### src/rtl/mux_rr_sched.sv
// Round-robin scheduler for a shared 16:1 single-bit mux: arbitrates req, drives the select,
// bounds grant tenure with a hold counter and returns a registered sample of the selected line.
module mux_rr_sched #(
  parameter int unsigned MAX_HOLD = 8
) (
  input  logic        clk,
  input  logic        rst,
  input  logic [15:0] req,
  input  logic [15:0] mux_inp,
  output logic [3:0]  sel,
  output logic [15:0] gnt,
  output logic        gnt_vld,
  output logic        mux_out,
  output logic        out_vld
);

  typedef enum logic [0:0] {StIdle, StGrant} state_e;

  state_e      state_q;
  logic [3:0]  sel_q, ptr_q;
  logic [15:0] gnt_q;
  logic        gnt_vld_q, mux_out_q, out_vld_q;
  logic [7:0]  hcnt_q;

  logic [3:0]  base, idx, win;
  logic        found, rel, do_grant;

  // Scanning from sel+1 on release puts the current grantee last in line.
  always_comb begin
    base  = (state_q == StGrant) ? sel_q + 4'd1 : ptr_q;
    found = 1'b0;
    win   = 4'd0;
    idx   = 4'd0;
    for (int i = 0; i < 16; i++) begin
      idx = base + 4'(i);
      if (!found && req[idx]) begin
        found = 1'b1;
        win   = idx;
      end
    end
    rel      = !req[sel_q] || (hcnt_q == 8'(MAX_HOLD));
    do_grant = found && ((state_q == StIdle) || rel);
  end

  always_ff @(posedge clk or posedge rst) begin
    if (rst) begin
      state_q   <= StIdle;
      sel_q     <= 4'd0;
      gnt_q     <= 16'h0;
      gnt_vld_q <= 1'b0;
      mux_out_q <= 1'b0;
      out_vld_q <= 1'b0;
      ptr_q     <= 4'd0;
      hcnt_q    <= 8'd0;
    end else begin
      mux_out_q <= gnt_vld_q & mux_inp[sel_q];
      out_vld_q <= gnt_vld_q;
      if (do_grant) begin
        state_q   <= StGrant;
        sel_q     <= win;
        gnt_q     <= 16'h1 << win;
        gnt_vld_q <= 1'b1;
        hcnt_q    <= 8'd1;
        ptr_q     <= win + 4'd1;
      end else if (state_q == StGrant) begin
        if (rel) begin
          // sel keeps the last grantee while idle.
          state_q   <= StIdle;
          gnt_q     <= 16'h0;
          gnt_vld_q <= 1'b0;
        end else begin
          hcnt_q <= hcnt_q + 8'd1;
        end
      end
    end
  end

  assign sel     = sel_q;
  assign gnt     = gnt_q;
  assign gnt_vld = gnt_vld_q;
  assign mux_out = mux_out_q;
  assign out_vld = out_vld_q;

endmodule

### config.mk
export PLATFORM = sky130hd
export DESIGN_NAME = mux_rr_sched
export DESIGN_NICKNAME = d
export VERILOG_FILES = /design/src/rtl/mux_rr_sched.sv
export SDC_FILE = /design/constraint.sdc
export NUM_CORES = 1
export LEC_CHECK = 0
export CAP_MARGIN = 20
export CORE_MARGIN = 1
export CORE_UTILIZATION = 55
export DETAILED_ROUTE_END_ITERATION = 8
export MAX_ROUTING_LAYER = met4
export PLACE_DENSITY = 0.8
export SYNTH_ARGS = -nofsm -noshare
export SYNTH_HDL_FRONTEND = slang
export SYNTH_SLANG_ARGS = --single-unit
### constraint.sdc
create_clock -name clk -period 7.9 [get_ports clk]
set_input_delay 1.185 -clock clk [delete_from_list [all_inputs] [get_ports clk]]
set_output_delay 1.185 -clock clk [all_outputs]
set_load 0.02 [all_outputs]
# Yosys cells after proc, flatten, opt, wreduce, memory -nomap -nowiden
# Cells that the tools add are included.
[classes] shifts=1 bitwise=2 muxes=81 magnitude_cmp=17 addsub=18 reduce_logical=38 n_eq_ne=2
[op_table] cell="$lt 4x5->1 const B" count=17
[op_table] cell="$bmux 1 s4" count=18
[op_table] cell="$mux 4" count=17
[op_table] cell="$mux 16" count=3
[op_table] cell="$mux 1" count=40
[op_table] cell="$add 4x4->4 const B" count=8
[op_table] cell="$mux 8" count=3
[op_table] cell="$add 4x3->4 const B" count=4
[op_table] cell="$logic_and 1x1->1" count=16
[op_table] cell="$logic_not 1->1" count=16
[op_table] cell="$shl 1x4->16 const A" count=1
[op_table] cell="$add 4x1->4 const B" count=3
[op_table] cell="$add 4x2->4 const B" count=2
[op_table] cell="$add 8x1->8 const B" count=1
[op_table] cell="$eq 8x4->1 const B" count=1
[op_table] cell="$reduce_and 2->1" count=2
[op_table] cell="$reduce_bool 2->1" count=2
[op_table] cell="$logic_or 1x1->1" count=2
[op_table] cell="$ne 2x1->1 const B" count=1
[op_table] cell="$and 1x1->1" count=1
[op_table] cell="$not 1->1" count=1
[totals] ff_bits=36 out_inout_bits=23

# Logic depth before layout (Yosys ltp)
# Gate-level depths: netlist (run 1).
[depth] depth_word=53 mapped_depth=19 depth_no_buf=16

# Least setup slack after synthesis (run 1)
# Ideal clock, no wire load.
[synth_path] kind="register to register" from="register sel_q[0] (netlist: sel[0])" to="register ptr_q[2]" t_arrival_ns=4.573 required_time_ns=7.775 setup_ns=0.125 stages_incl_launch_ff=18 path_buffers=3 path_slack_ns=3.202 path_cell_list="dfrtp_1 -> ha_1 -> mux2_4 -> clkinv_1 -> clkbuf_1 -> ha_1 -> clkbuf_1 -> mux4_2 -> mux2i_2 -> buf_2 -> a221oi_1 -> o211ai_1 -> nand4_1 -> a32oi_1 -> inv_1 -> ha_1 -> ha_1 -> mux2_2"
[synth_between] elab_chain_cells=51 word_cells_on_any_way=118 classes_between="add/sub: 17; mux: 67; reduce/logical: 34"
[synth_lines] element="start: declaration" line_no="20" source="logic [3:0] sel_q, ptr_q;"
[synth_lines] element="start signal: assignment" line_no="60" source="sel_q <= win;"
[synth_lines] element="$add 4x1->4 (*)" line_no="30" source="base = (state_q == StGrant) ? sel_q + 4'd1 : ptr_q;"
[synth_lines] element="$mux 4 (*)" line_no="30"
[synth_lines] element="branches (longest 47 deep; another with $add 4x1->4)"
[synth_lines] element="$mux 4 (*)" line_no="36" source="if (!found && req[idx]) begin"
[synth_lines] element="via win[1]" line_no="25" source="logic [3:0] base, idx, win;"
[synth_lines] element="$add 4x1->4 (*)" line_no="64" source="ptr_q <= win + 4'd1;"
[synth_lines] element="end signal: assignment" line_no="64"
[synth_lines] element="end: declaration" line_no="20"
# Mark *: on every way through the listed nets, which the timed path passes. The select of a mux whose other input is x is not followed.
# A chain may end at the register's enable or synchronous reset.

# Worst setup path after layout (run 1)
# Same ends and word-level chain as after synthesis.

==> impl_metrics.ini, run 1 <==
[run_status]
status = complete, no violations

[cts]
clkLatencyLatePin_ns = 0.28
root_buffer = clkbuf_8
cts_hold_buf = 0
numCtsBuffers = 5
cts_resized = 0
tritoncts = done
clk_path_buf_depth = 2
clkSlewWorstSetupHoldPaths_ns = 0.07
htreeDepth = 2
numClockSinks = 36
cts_setup_buffers = 0

[floorplanning]
start_util = 0.580
coreArea_um2 = 6940
rows = 30
die_h_um = 87.5
pin_count = 57
die-area_um2 = 7660
die_w_um = 87.5

[global_routing]
grtUsageTotal = 0.310
antenna_found_initial = 0
grt_pass1_vias = 3397
globalRoute.totalOverflow = 0
grt_start_max_net_pins = 37
grt_pass1_wl_um = 17900

[cells_and_area]
final_cell_mix = clkdlybuf4s50_1, dfrtp_1, nand2_1, mux2i_1, mux4_2
drive_gt1_frac = 0.183
area_delta_synth_final_pct = 16.6
layout_commonest_cell = clkdlybuf4s50_1
nNetsFinal = 486
diodes = 0

[timing]
setup_tns_ns = 0
period_minus_slack_ns = 5.82
skew_ns = 0.00603
worst_pin_slew_ns = 0.895
rsz0062_at_grt = false
fin_crit_sh = 0.737
finalSetupViolations = 0
fmax_mhz = 172
finalHoldViolCount = 0
slew_violations = 0
slew_headroom = 0.401

[flow_run]
max-cap-violations = 0

[worst_setup_path]
cpLargestDelayFamily = multiplexers
crit_arrival_ns = 5.99
cp_slowest_stage_delay_ns = 0.67
slowest_stage = ha_1
crit_chain = ha_1, mux2_4, clkinv_1, ha_1, mux4_2, mux2i_2, nor3_2, and4_1, o211ai_1, nand4_1, a32oi_1, inv_1, ha_1, ha_1, mux2_2
critPathCaptureType = register
cp_data_required_time_ns = 8.07
critPathMostFrequentCell = ha_1
worst-setup-path-type = reg -> reg
worst_setup_path_start_kind = register
crit_fanout = 17
critical_path_buf_inv_count = 2

[drt]
vias = 3663
vias_per_cell = 6.81
drc_errors = 0
dr.pass1.iters = 5
drtIter0Drc = 464
wire_per_inst_um = 20.1
routed_wl_um = 10800
antenna_left = 0

[min_path]
hp-class = reg -> reg

[synthesis]
ys_ff_latch = 36
netlist.area_leader.share = 0.224
async_flop_share = 1.00
ys_types = 82
syn_area_um2 = 4030
synth-edff-count = 0
synth_top_cell_by_area = dfrtp_1
syn_nets = 438
ys_top_cells_by_area = dfrtp_1, mux4_2, mux2i_1, a22o_1, ha_1
syn_area_per_cell_um2 = 10.2
synthFlopType = dfrtp_1
synthCells = 394
yosysWarnings = 0
yosysSeqAreaShare = 0.224

[placed_design]
gp_congestion = 1.02
dp_hpwl_um = 8360
portBuffers = 56
-- cell usage after synthesis (all sizes together) (4+ instances only) --
library cell	instances
a221oi	4
nand3	14
nand2b	7
a22oi	7
mux2	12
dfrtp	36
a21oi	16
a31oi	4
and3	5
a22o	16
nand4	4
nor2b	4
nand2	30
ha	10
a211oi	6
mux2i	34
mux4	26
nor3	9
o21ai	21
xnor2	12
buf	13
o211ai	7
inv	12
nor2	26
and2	8
clkbuf	4
-- routing by layer --
| metal | global-route usage | up-vias | part of all wire |
|---|---|---|---|
| met5 | - | - | 0 |
| met4 | 0.0581 | 0 | 0.014 |
| met3 | 0.0330 | 16 | 0.075 |
| met2 | 0.470 | 215 | 0.47 |
| met1 | 0.453 | 1777 | 0.44 |
| li1 | - | 1655 | - |
-- registers in the layout, summed over array words and instances, names as in the netlist --
name     cells
gnt         16
gnt_vld      1
hcnt_q       8
mux_out      1
out_vld      1
ptr_q        4
sel          4
state_q      1
-- stage by stage --
step                hold slack [ns]  utilization  setup slack (ns)  instances  area (um^2)
finish                        0.436        0.676              2.08        538         4690
global route                  0.462        0.676              1.67        538         4690
CTS                           0.435        0.676              2.11        538         4690
detailed placement            0.406        0.665              2.11        531         4620
global placement              0.417        0.665              2.33        531         4620
floorplan                     0.453            -              3.20        394         4030
-- final cells by class --
| type | instances | area [um^2] |
|---|---|---|
| Clock buffer | 6 | 72.6 |
| Clock inverter | 1 | 5.00 |
| Fill cell | 539 | 2250 |
| Inverter | 13 | 48.8 |
| Multi-Input combinational cell | 328 | 2970 |
| Sequential cell | 36 | 901 |
| Tap cell | 96 | 120 |
| Timing Repair Buffer | 58 | 576 |
-- logic make-up after synthesis --
group           share of synthesized area
flops                               0.224
xor+xnor                           0.0438
buf+inv                            0.0382
simple gates                        0.166
fa+ha+maj                          0.0311
compound gates                      0.220
mux                                 0.278
-- path summary, 6_finish.rpt --
path / depth (start not counted) / from / endpoint / slack [ns]
worst max register to register: 15 / sel[0]$_DFFE_PP0P_ / ptr_q[2]$_DFFE_PP0P_ / 2.08
max in group asynchronous: 3 / rst / ptr_q[1]$_DFFE_PP0P_ / 6.29
worst min-delay path: 0 / gnt_vld$_DFFE_PP0P_ / out_vld$_DFF_PP0_ / 0.44
worst min register to register: 0 / gnt_vld$_DFFE_PP0P_ / out_vld$_DFF_PP0_ / 0.44
worst max-delay path: 15 / sel[0]$_DFFE_PP0P_ / ptr_q[2]$_DFFE_PP0P_ / 2.08
min in group asynchronous: 3 / rst / hcnt_q[7]$_DFFE_PP0P_ / 1.30
Power of run 1 is not shown: default switching activity piles up to over one toggle a cycle in this logic, so the estimate is an artifact.
==> run 2: changes to the inputs <==
Clock period 7.9 ns to 5.6 ns, I/O delays scaled along.
==> impl_metrics.ini, run 2 (synthesized netlist as in run 1, its figures left out) <==
[cells_and_area]
final_cell_mix = clkdlybuf4s50_1, dfrtp_1, nand2_1, mux2i_1, mux4_2
fin_area_um2 = 4800
drive_gt1_frac = 0.208
post-route-util = 0.691
fillCellCount = 556
largest_register_ffs = 16
diodes = 0
multi_input_area_um2 = 2970
area_delta_synth_final_pct = 19.2
seq_area_um2 = 901
nNetsFinal = 500
layout_commonest_cell = clkdlybuf4s50_1

[min_path]
worstHoldEndpoint = out_vld$_DFF_PP0_
hp-class = reg -> reg
hold_path_depth = 0
min_from = gnt_vld$_DFFE_PP0P_

[worst_setup_path]
cp_data_required_time_ns = 5.77
worst-setup-path-type = reg -> reg
worst_setup_path_start_kind = register
crit_fanout = 19
r2r_slack_ns = 0.72
rr_endpoint = ptr_q[2]$_DFFE_PP0P_
crit_arrival_ns = 5.06
critPathCaptureType = register
reg2regPathDepth = 14
timing.rr.start = state_q$_DFF_PP0_

[drt]
top_layer_used = met4
wire_per_inst_um = 20.2
wl_met3_um = 793
routed_wl_um = 11100
vias = 3692
dr.pass1.iters = 7
wl_met1_um = 4920
wl_met2_um = 5140
drc_errors = 0
vias_per_cell = 6.69
drtIter0Drc = 388
antenna_left = 0

[global_routing]
grtUsageTotal = 0.322
grt_start_max_net_pins = 37
antenna_found_initial = 0
grt_pass1_vias = 3626
globalRoute.totalOverflow = 0
grt_pass1_wl_um = 18400

[cts]
numCtsBuffers = 5
tritoncts = done
root_buffer = clkbuf_8
cts_setup_buffers = 0
clkSlewWorstSetupHoldPaths_ns = 0.07
cts_resized = 0
htreeDepth = 2
clk_path_buf_depth = 2
cts_hold_buf = 0
numClockSinks = 36
clkLatencyLatePin_ns = 0.28

[timing]
fin_crit_sh = 0.872
setup_tns_ns = 0
finalSetupViolations = 0
skew_ns = 0.00295
fmax_mhz = 205
rsz0062_at_grt = false
finalHoldViolCount = 0
slew_headroom = 0.490
slew_violations = 0
worst_pin_slew_ns = 0.763
period_minus_slack_ns = 4.88

[floorplanning]
die_w_um = 87.5
die_h_um = 87.5
rows = 30
coreArea_um2 = 6940
start_util = 0.580
die-area_um2 = 7660
pin_count = 57

[run_status]
status = complete, no violations

[placed_design]
dpl_cell_area_um2 = 4720
gp_congestion = 1.09
portBuffers = 56
dp_hpwl_um = 8690

[flow_run]
max-cap-violations = 0
==> run 2: metal layers <==
metal | global-route usage | vias to the layer above
li1 | - | 1678
met1 | 0.441 | 1805
met2 | 0.489 | 187
met3 | 0.0584 | 22
met4 | 0.0954 | 0
met5 | - | -
==> run 2: critical path: stages, from the launching register on <==
cell and delay (ns):
dfrtp_1 0.54, o21ai_4 0.68, buf_4 0.28, mux4_2 0.56
mux2i_1 0.39, o21ai_0 0.22, nor3_1 0.42, nand4_2 0.27
nor2_2 0.19, nand2_1 0.09, a32oi_1 0.27, inv_1 0.09
ha_1 0.22, ha_1 0.28, mux2_2 0.26
==> run 2: stage by stage <==
step                      hold WS, ns  setup WS (ns)  cells
after global placement          0.416          0.771    545
final                           0.432          0.715    552
after floorplan                 0.453          0.902    394
after global routing            0.461          0.449    552
after detailed placement        0.425          0.803    545
after CTS                       0.440          0.784    552
==> run 2: how the worst max path moves through the flow <==
stage | from | end | slack, ns
2_1_floorplan | sel[0]$_DFFE_PP0P_ | ptr_q[2]$_DFFE_PP0P_ | 0.90
3_3_place_gp | sel[0]$_DFFE_PP0P_ | ptr_q[2]$_DFFE_PP0P_ | 0.77
3_5_place_dp | state_q$_DFF_PP0_ | ptr_q[2]$_DFFE_PP0P_ | 0.80
4_1_cts | state_q$_DFF_PP0_ | ptr_q[2]$_DFFE_PP0P_ | 0.78
5_1_grt | state_q$_DFF_PP0_ | ptr_q[2]$_DFFE_PP0P_ | 0.45
6_report | state_q$_DFF_PP0_ | ptr_q[2]$_DFFE_PP0P_ | 0.72
==> run 2: cell type report <==
type / count / area share
Multi-Input combinational cell: 328 / 0.619
Sequential cell: 36 / 0.188
Timing Repair Buffer: 72 / 0.142
Tap cell: 96 / 0.0250
Clock buffer: 6 / 0.0151
Inverter: 13 / 0.0102
Clock inverter: 1 / 0.00104
Power of run 2 is left out for the same reason.
==> run 3: changes to the inputs <==
Settings changed: SLEW_MARGIN set to 10.
==> results of run 3 <==
Final layout, timing and power as in run 2 (identical DEF).
Power of run 3 is left out for the same reason.
